[src/rtl/word_fetch_assembler_pkg.sv]
// Shared constants for the byte-to-word fetch assembler: FSM encoding and word geometry.
// Latency: n/a (declarations only).
// Backpressure: n/a.
package word_fetch_assembler_pkg;

    localparam int WORD_BYTES = 4;
    localparam int BYTE_W     = 8;

    // Legacy-compatible state encoding, 3 bits wide.
    localparam logic [2:0] ST_IDLE = 3'd0;
    localparam logic [2:0] ST_REQ  = 3'd1;
    localparam logic [2:0] ST_WAIT = 3'd2;
    localparam logic [2:0] ST_DONE = 3'd3;
    localparam logic [2:0] ST_ERR  = 3'd4;

    // Byte lane of the assembly register that receives fetched byte number idx.
    function automatic logic [1:0] byte_lane(input logic [1:0] idx, input logic big_endian);
        return big_endian ? (2'd3 - idx) : idx;
    endfunction

endpackage

[src/rtl/word_fetch_assembler.sv]
// Fetches four consecutive bytes from a byte memory and presents them as one 32-bit word with a load strobe.
// Latency: zero-wait memory gives mem_rd in cycles T+1/3/5/7 and load in T+9 after start is sampled at T.
// Backpressure: none; start is ignored while busy, a byte missing for TIMEOUT cycles aborts with err.
module word_fetch_assembler
    import word_fetch_assembler_pkg::*;
#(
    parameter int ADDR_WIDTH = 8,
    parameter bit BIG_ENDIAN = 1'b0,
    parameter int TIMEOUT    = 16
) (
    input  logic                  clk,
    input  logic                  reset,
    input  logic                  start,
    input  logic [ADDR_WIDTH-1:0] base_addr,
    output logic [ADDR_WIDTH-1:0] mem_addr,
    output logic                  mem_rd,
    input  logic [BYTE_W-1:0]     mem_data,
    input  logic                  mem_valid,
    output logic [31:0]           dout,
    output logic                  load,
    output logic                  busy,
    output logic                  err
);

    logic [2:0]                   state,  state_nxt;
    logic [1:0]                   idx,    idx_nxt;
    logic [7:0]                   tcnt,   tcnt_nxt;
    logic [ADDR_WIDTH-1:0]        base_q, base_nxt;
    logic [WORD_BYTES*BYTE_W-1:0] asm_q,  asm_nxt;
    logic [1:0]                   lane;

    assign lane = byte_lane(idx, BIG_ENDIAN);

    // Next-state, byte steering and timeout counting; data beats the timeout on the same edge.
    always_comb begin
        state_nxt = state;
        idx_nxt   = idx;
        tcnt_nxt  = tcnt;
        base_nxt  = base_q;
        asm_nxt   = asm_q;
        case (state)
            ST_IDLE: begin
                if (start) begin
                    base_nxt  = base_addr;
                    idx_nxt   = 2'd0;
                    state_nxt = ST_REQ;
                end
            end
            ST_REQ: begin
                tcnt_nxt  = 8'd0;
                state_nxt = ST_WAIT;
            end
            ST_WAIT: begin
                if (mem_valid) begin
                    for (int i = 0; i < WORD_BYTES; i++) begin
                        if (2'(i) == lane) begin
                            asm_nxt[i*BYTE_W +: BYTE_W] = mem_data;
                        end
                    end
                    if (idx == 2'd3) begin
                        state_nxt = ST_DONE;
                    end else begin
                        idx_nxt   = idx + 2'd1;
                        state_nxt = ST_REQ;
                    end
                end else begin
                    tcnt_nxt = tcnt + 8'd1;
                    if (tcnt_nxt == 8'(TIMEOUT)) begin
                        state_nxt = ST_ERR;
                    end
                end
            end
            ST_DONE: state_nxt = ST_IDLE;
            ST_ERR:  state_nxt = ST_IDLE;
            default: state_nxt = ST_IDLE;
        endcase
    end

    // State update; every output is registered from the state being entered.
    always_ff @(posedge clk) begin
        if (!reset) begin
            state    <= ST_IDLE;
            idx      <= 2'd0;
            tcnt     <= 8'd0;
            base_q   <= '0;
            asm_q    <= '0;
            dout     <= '0;
            load     <= 1'b0;
            mem_rd   <= 1'b0;
            mem_addr <= '0;
            busy     <= 1'b0;
            err      <= 1'b0;
        end else begin
            state  <= state_nxt;
            idx    <= idx_nxt;
            tcnt   <= tcnt_nxt;
            base_q <= base_nxt;
            asm_q  <= asm_nxt;
            mem_rd <= (state_nxt == ST_REQ);
            load   <= (state_nxt == ST_DONE);
            err    <= (state_nxt == ST_ERR);
            busy   <= (state_nxt != ST_IDLE);
            if (state_nxt == ST_REQ) begin
                mem_addr <= base_nxt + ADDR_WIDTH'(idx_nxt);
            end
            if (state_nxt == ST_DONE) begin
                dout <= asm_nxt;
            end
        end
    end

endmodule
[config.mk]
export PLATFORM = sky130hd
export DESIGN_NAME = word_fetch_assembler
export DESIGN_NICKNAME = d
export VERILOG_FILES = /design/src/rtl/word_fetch_assembler_pkg.sv /design/src/rtl/word_fetch_assembler.sv
export SDC_FILE = /design/constraint.sdc
export NUM_CORES = 1
export LEC_CHECK = 0
export ABC_CLOCK_PERIOD_IN_PS = 6600
export BUFFER_PORTS_ARGS = -buffer_cell sky130_fd_sc_hd__buf_2
export CORE_ASPECT_RATIO = 0.6
export CORE_MARGIN = 2
export CORE_UTILIZATION = 30
export DETAILED_ROUTE_END_ITERATION = 12
export PLACE_DENSITY_LB_ADDON = 0.2
export SYNTH_ARGS = -nofsm -noshare
export SYNTH_HDL_FRONTEND = slang
export SYNTH_SLANG_ARGS = --single-unit
[constraint.sdc]
create_clock -name clk -period 6.6 [get_ports clk]
set_clock_uncertainty 0.15 [all_clocks]
set_input_delay 0.33 -clock clk [delete_from_list [all_inputs] [get_ports clk]]
set_output_delay 0.33 -clock clk [all_outputs]
set_load 0.02 [all_outputs]
## Yosys cells after proc, flatten, opt, wreduce, memory -nomap -nowiden

Index checks and enable logic that the tools add are counted.

| cells by class | value |
|---|---|
| add/subtract/negate cells | 3 |
| multipliers | 0 |
| divide/modulo/power cells | 0 |
| order comparisons | 0 |
| equal/unequal tests | 11 |
| shifts and indexed selects | 0 |
| mux-type cells | 19 |
| bitwise logic cells | 0 |
| reductions and logical operators | 5 |

Operator list:

| cell | number |
|---|---|
| two-way mux 32 bit | 2 |
| two-way mux 8 bit | 7 |
| case mux 8 bit (2 select lines) | 1 |
| two-way mux 3 bit | 3 |
| case mux 3 bit (3 select lines) | 1 |
| adder 8 x 1 -> 8 bit, second input constant | 1 |
| adder 8 x 2 -> 8 bit | 1 |
| equality test 8 x 5 -> 1 bit, second input constant | 1 |
| two-way mux 2 bit | 4 |
| equality test 3 x 1 -> 1 bit, second input constant | 2 |
| equality test 3 x 2 -> 1 bit, second input constant | 2 |
| equality test 2 bit, first input constant | 2 |
| case mux 2 bit (2 select lines) | 1 |
| equality test 3 bit, second input constant | 1 |
| logical NOT 3 bit | 1 |
| nonzero test 3 bit | 1 |
| adder 2 x 1 -> 2 bit, second input constant | 1 |
| equality test 1 x 2 -> 1 bit, first input constant | 1 |
| equality test 2 bit, second input constant | 1 |
| logical NOT 2 bit | 1 |
| != test 2 bit, second input constant | 1 |
| AND reduction 2 bit | 1 |
| nonzero test 2 bit | 1 |

| storage, ports and cells | value |
|---|---|
| register bits after elaboration | 97 |
| latch bits | 0 |
| RAM bits | 0 |
| ROM bits | 0 |
| bits of input ports | 20 |
| output and inout port bits | 44 |
| logic and storage cells | 49 |
| memories | 0 |

## Depth between registers and ports, before layout

| depth | value |
|---|---|
| depth in word-level cells | 6 |
| mapped depth | 14 |
| gate-level depth less buffers | 12 |

## Least setup slack after synthesis

No wires, ideal clock.

| path | value |
|---|---|
| path kind | register to register |
| start | reg state[1] |
| end | reg mem_addr[6] |
| setup time | 0.075 ns |
| data arrival time | 2.463 ns |
| required time | 6.375 ns |
| slack | 3.912 ns |
| stages on the path, launching flop included | 14 |
| cells stage by stage | dfxtp_1 > nor3b_2 > buf_4 > nand4b_1 > buf_2 > inv_1 > nor3_1 > ha_1 > inv_1 > fa_1 > nor3b_1 > xor2_1 > mux2i_1 > o22ai_1 |

RTL lines:

| item | RTL line | text |
|---|---|---|
| start: declaration | word_fetch_assembler.sv:25 | `logic [2:0] state, state_nxt;` |
| start signal: assignment | word_fetch_assembler.sv:94 | `state <= state_nxt;` |
| equality test 3 x 2 -> 1 bit / logical NOT 3 bit (equally long branches) | word_fetch_assembler.sv:41 | `case (state)` |
| case mux 2 bit (2 select lines) (*) | word_fetch_assembler.sv:41 |  |
| via idx_nxt[0] | word_fetch_assembler.sv:26 | `logic [1:0] idx, idx_nxt;` |
| adder 8 x 2 -> 8 bit (*) | word_fetch_assembler.sv:104 | `mem_addr <= base_nxt + ADDR_WIDTH'(idx_nxt);` |
| end signal: assignment | word_fetch_assembler.sv:104 |  |
| end: declaration | word_fetch_assembler.sv:15 | `output logic [ADDR_WIDTH-1:0] mem_addr,` |

Mark *: on every way through the listed nets, which the timed path passes. The rest lies on a longest branch.
A chain may end at the register's enable or synchronous reset.

## Worst setup path after layout

| path | value |
|---|---|
| start | reg state[1] |
| end | reg mem_addr[7] |

The elaborated chain is that of the path after synthesis.

==> summary.md <==
| Metric | Value |
|---|---|
| Post-DP HPWL | 5.96 mm |
| # clock sinks | 89 |
| Reg2Reg Setup Slack | ~3.1 ns |
| TritonCTS clock tree | built |
| Synth Cell Area | approximately 3800 um2 |
| Max-slew violation count | 0 |
| # rows | 31 |
| Clock Pin Slew Worst Setup and Hold Paths | roughly 0.060 ns |
| Post-CTS Setup Bufs | 0 |
| Total Wirelength | 8.60 mm |
| Total number of vias | between 2000 and 3000 |
| Final setup margin | about 3.1 ns |
| Synth Flop Type | dfxtp_1 |
| Port buffer count | 63 |
| Starting Density | 0.311 |
| First drt pass iteration count | 4 |
| Hold crit path type | input port to register |
| Distinct cell type count after synthesis | 45 |
| Worst-margin pin slew | between 1 and 1.5 ns |
| FFs w/ async S/R, synth | 0 |
| PwrDens | 255 nW/um2 |
| Routed Antenna Nets | 0 |
| Leak | about 2.2 nW |
| I/O pin count | 64 |
| Die area | 13600 um2 |
| Status | complete, no violations |
| Final Hold Fails | 0 |
| Synth top area share | 0.469 |
| FF/Latch Area | 1780 um2 |
| Number of fill cells | 1282 |
| H-tree levels | 3 |
| WL/cell | 14.3 um |
| Top post-synthesis cells by area | dfxtp_1 (47%), mux2i_1 (9.0%), o211a_1 (6.9%), nor2b_1 (5.9%), nand2_1 (5.4%) |
| Ratio of cells with drive above 1 in the final layout | 0.197 |
| Root Driver | clkbuf_16 |
| Maximum clock path buffer count | 2 |
| Mapped Cells | 385 |
| Syn Nets | 409 |
| TNS Setup | 0 ns |
| Area of the multi-input gates | roughly 1900 um2 |
| Die X | 149 um |
| Peak Freq | around 290 MHz |
| First-pass GRT wire length | around 14 mm |
| Post-cts sizing count | 0 |
| Startpoint Class | register |
| Hold buffer count at CTS | 0 |
| Number of synthesis warnings | 0 |
| Data arrival, critical path | 3.50 ns |
| Rel. slew slack | 0.273 |
| Syn Area/Cell | roughly 9.9 um2 |
| Crit path max fanout | 12 |
| Post-synthesis sequential area ratio | 0.469 |
| CTS buffer count | 9 |
| Initial DRC Count | between 100 and 150 |
| WP data required | 6.64 ns |
| Max Cap Viol | 0 |
| Worst hold slack | roughly 0.15 ns |
| Unrepaired setup endpoints after global routing | no |
| Pre-CTS setup slack | approximately 3.1 ns |
| Worst setup EP type | register |
| Total Routing Usage GR | 0.133 |
| GP Congestion | roughly 0.71 |
| Clock latency at the later pin of the worst-skew pair | approximately 0.34 ns |
| Setup Viol. Count Final | 0 |
| Crit path time final | approximately 3.5 ns |
| Remaining Overflow, GRT | 0 |
| Peak VDD IR | around 0.00011 V |
| EDFF count, synth | 0 |
| Vias per cell | between 4 and 5 |
| Antenna violations before repair | 0 |
| Synth area leader | dfxtp_1 |
| Critical path type | register to register |
| Die height | between 90 and 100 um |
| Tcrit/Tclk final | 0.524 |
| Final nets | approximately 460 |
| Post-synthesis sequential element count | 89 |
| Largest net degree at the start of global routing | between 80 and 90 |
| Drt drc | 0 |
| Layout area overhead | 18.1% |
| Core area | 12200 um2 |
| Vias in the first global route | 2716 |
[Yosys cell counts (2+ instances only)]
library cell and instances:
xor2_1 9, a21oi_1 5, dfxtp_1 89, nor2b_1 36, ha_1 3, buf_6 2, o211ai_1 2, o21ai_0 7
inv_1 5, nor2_1 12, nand2_1 55, o211a_1 26, nor4bb_1 2, a21boi_1 2, clkbuf_1 13, a21boi_0 13
nand2b_1 3, nor3b_1 2, buf_2 7, and2_1 9, nand4b_1 3, o31a_1 2, or3_1 5, nand3b_1 3
nand3_1 8, xnor2_1 3, o22ai_1 3, buf_4 6, mux2i_1 34
[per-stage QoR]
stage / util / instances / total power, mW / instance area, um2
after floorplan: - / 385 / 0.627 / 3800
after global placement: 0.343 / 587 / 0.655 / 4190
after detailed placement: 0.343 / 587 / 0.656 / 4190
after CTS: 0.367 / 602 / 1.16 / 4480
after global routing: 0.367 / 602 / 1.19 / 4480
final: 0.367 / 603 / 1.14 / 4480
[final timing paths]
| kind | start | end | depth (start not counted) |
|---|---|---|---|
| worst min register to register | dout[28] | dout[28] | 2 |
| worst min-delay path | base_addr[7] | base_q[7] | 3 |
| worst max register to register | state[1] | mem_addr[7] | 10 |
| worst max-delay path | state[1] | mem_addr[7] | 10 |
[worst max-delay path, stage by stage (launching register included)]
cell and delay (ns):
dfxtp_1 0.41, nor3b_2 0.66, nand4b_1 0.68, inv_1 0.17
nor3_1 0.10, ha_1 0.20, a21oi_1 0.39, nor4bb_1 0.14
xor2_1 0.16, mux2i_1 0.15, o22ai_1 0.09
[sequential cells by signal, summed over array words and instances (netlist names)]
register and flops:
mem_addr 8, busy 1, base_q 8, mem_rd 1, tcnt 8, load 1
asm_q 24, idx 2, err 1, state 3, dout 32
[layout by cell type, fill, tap and decap left out, types with 7 or more instances in the layout]
master      n
nor2b_1    36
xor2_1      9
o211a_1    26
nand3_1     8
dfxtp_1    89
o21ai_0     7
nand2_1    55
clkbuf_16   9
and2_1      9
buf_2      63
nor2_1     12
a21boi_0   13
mux2i_1    34
[report_power, final]
| group | switching (mW) | total, mW | internal (mW) |
|---|---|---|---|
| clock network | 0.207 | 0.500 | 0.293 |
| logic | 0.0520 | 0.0869 | 0.0349 |
| registers | 0.00747 | 0.556 | 0.548 |
| total | 0.266 | 1.14 | 0.876 |
[cell type report]
class / count / share of cell area
diodes: 1 / 0.000558
clock buffers: 11 / 0.0519
clock inverters: 4 / 0.0123
inverters: 5 / 0.00419
multi-input cells: 263 / 0.414
flip-flops and latches: 89 / 0.397
well taps: 165 / 0.0461
repair buffers: 65 / 0.0737
[metal layers]
layer | global-route usage | up-vias | part of all wire
met5 | 0 | - | 0
met3 | 0.0377 | 11 | 0.053
met2 | 0.173 | 56 | 0.38
li1 | - | 1415 | -
met4 | 0.0492 | 0 | 0.012
met1 | 0.203 | 1283 | 0.56
[logic make-up after synthesis]
| logic type | count (synthesis) | share of synthesized area |
|---|---|---|
| AO/OA/AOI/OAI | 64 | 0.136 |
| XOR/XNOR | 12 | 0.0277 |
| adder cells (fa/ha/maj) | 4 | 0.0152 |
| buffers and inverters | 33 | 0.0448 |
| flip-flops | 89 | 0.469 |
| multiplexers | 35 | 0.0926 |
| AND/OR/NAND/NOR | 148 | 0.214 |
No activity file was read; power rests on OpenSTA's default activity.
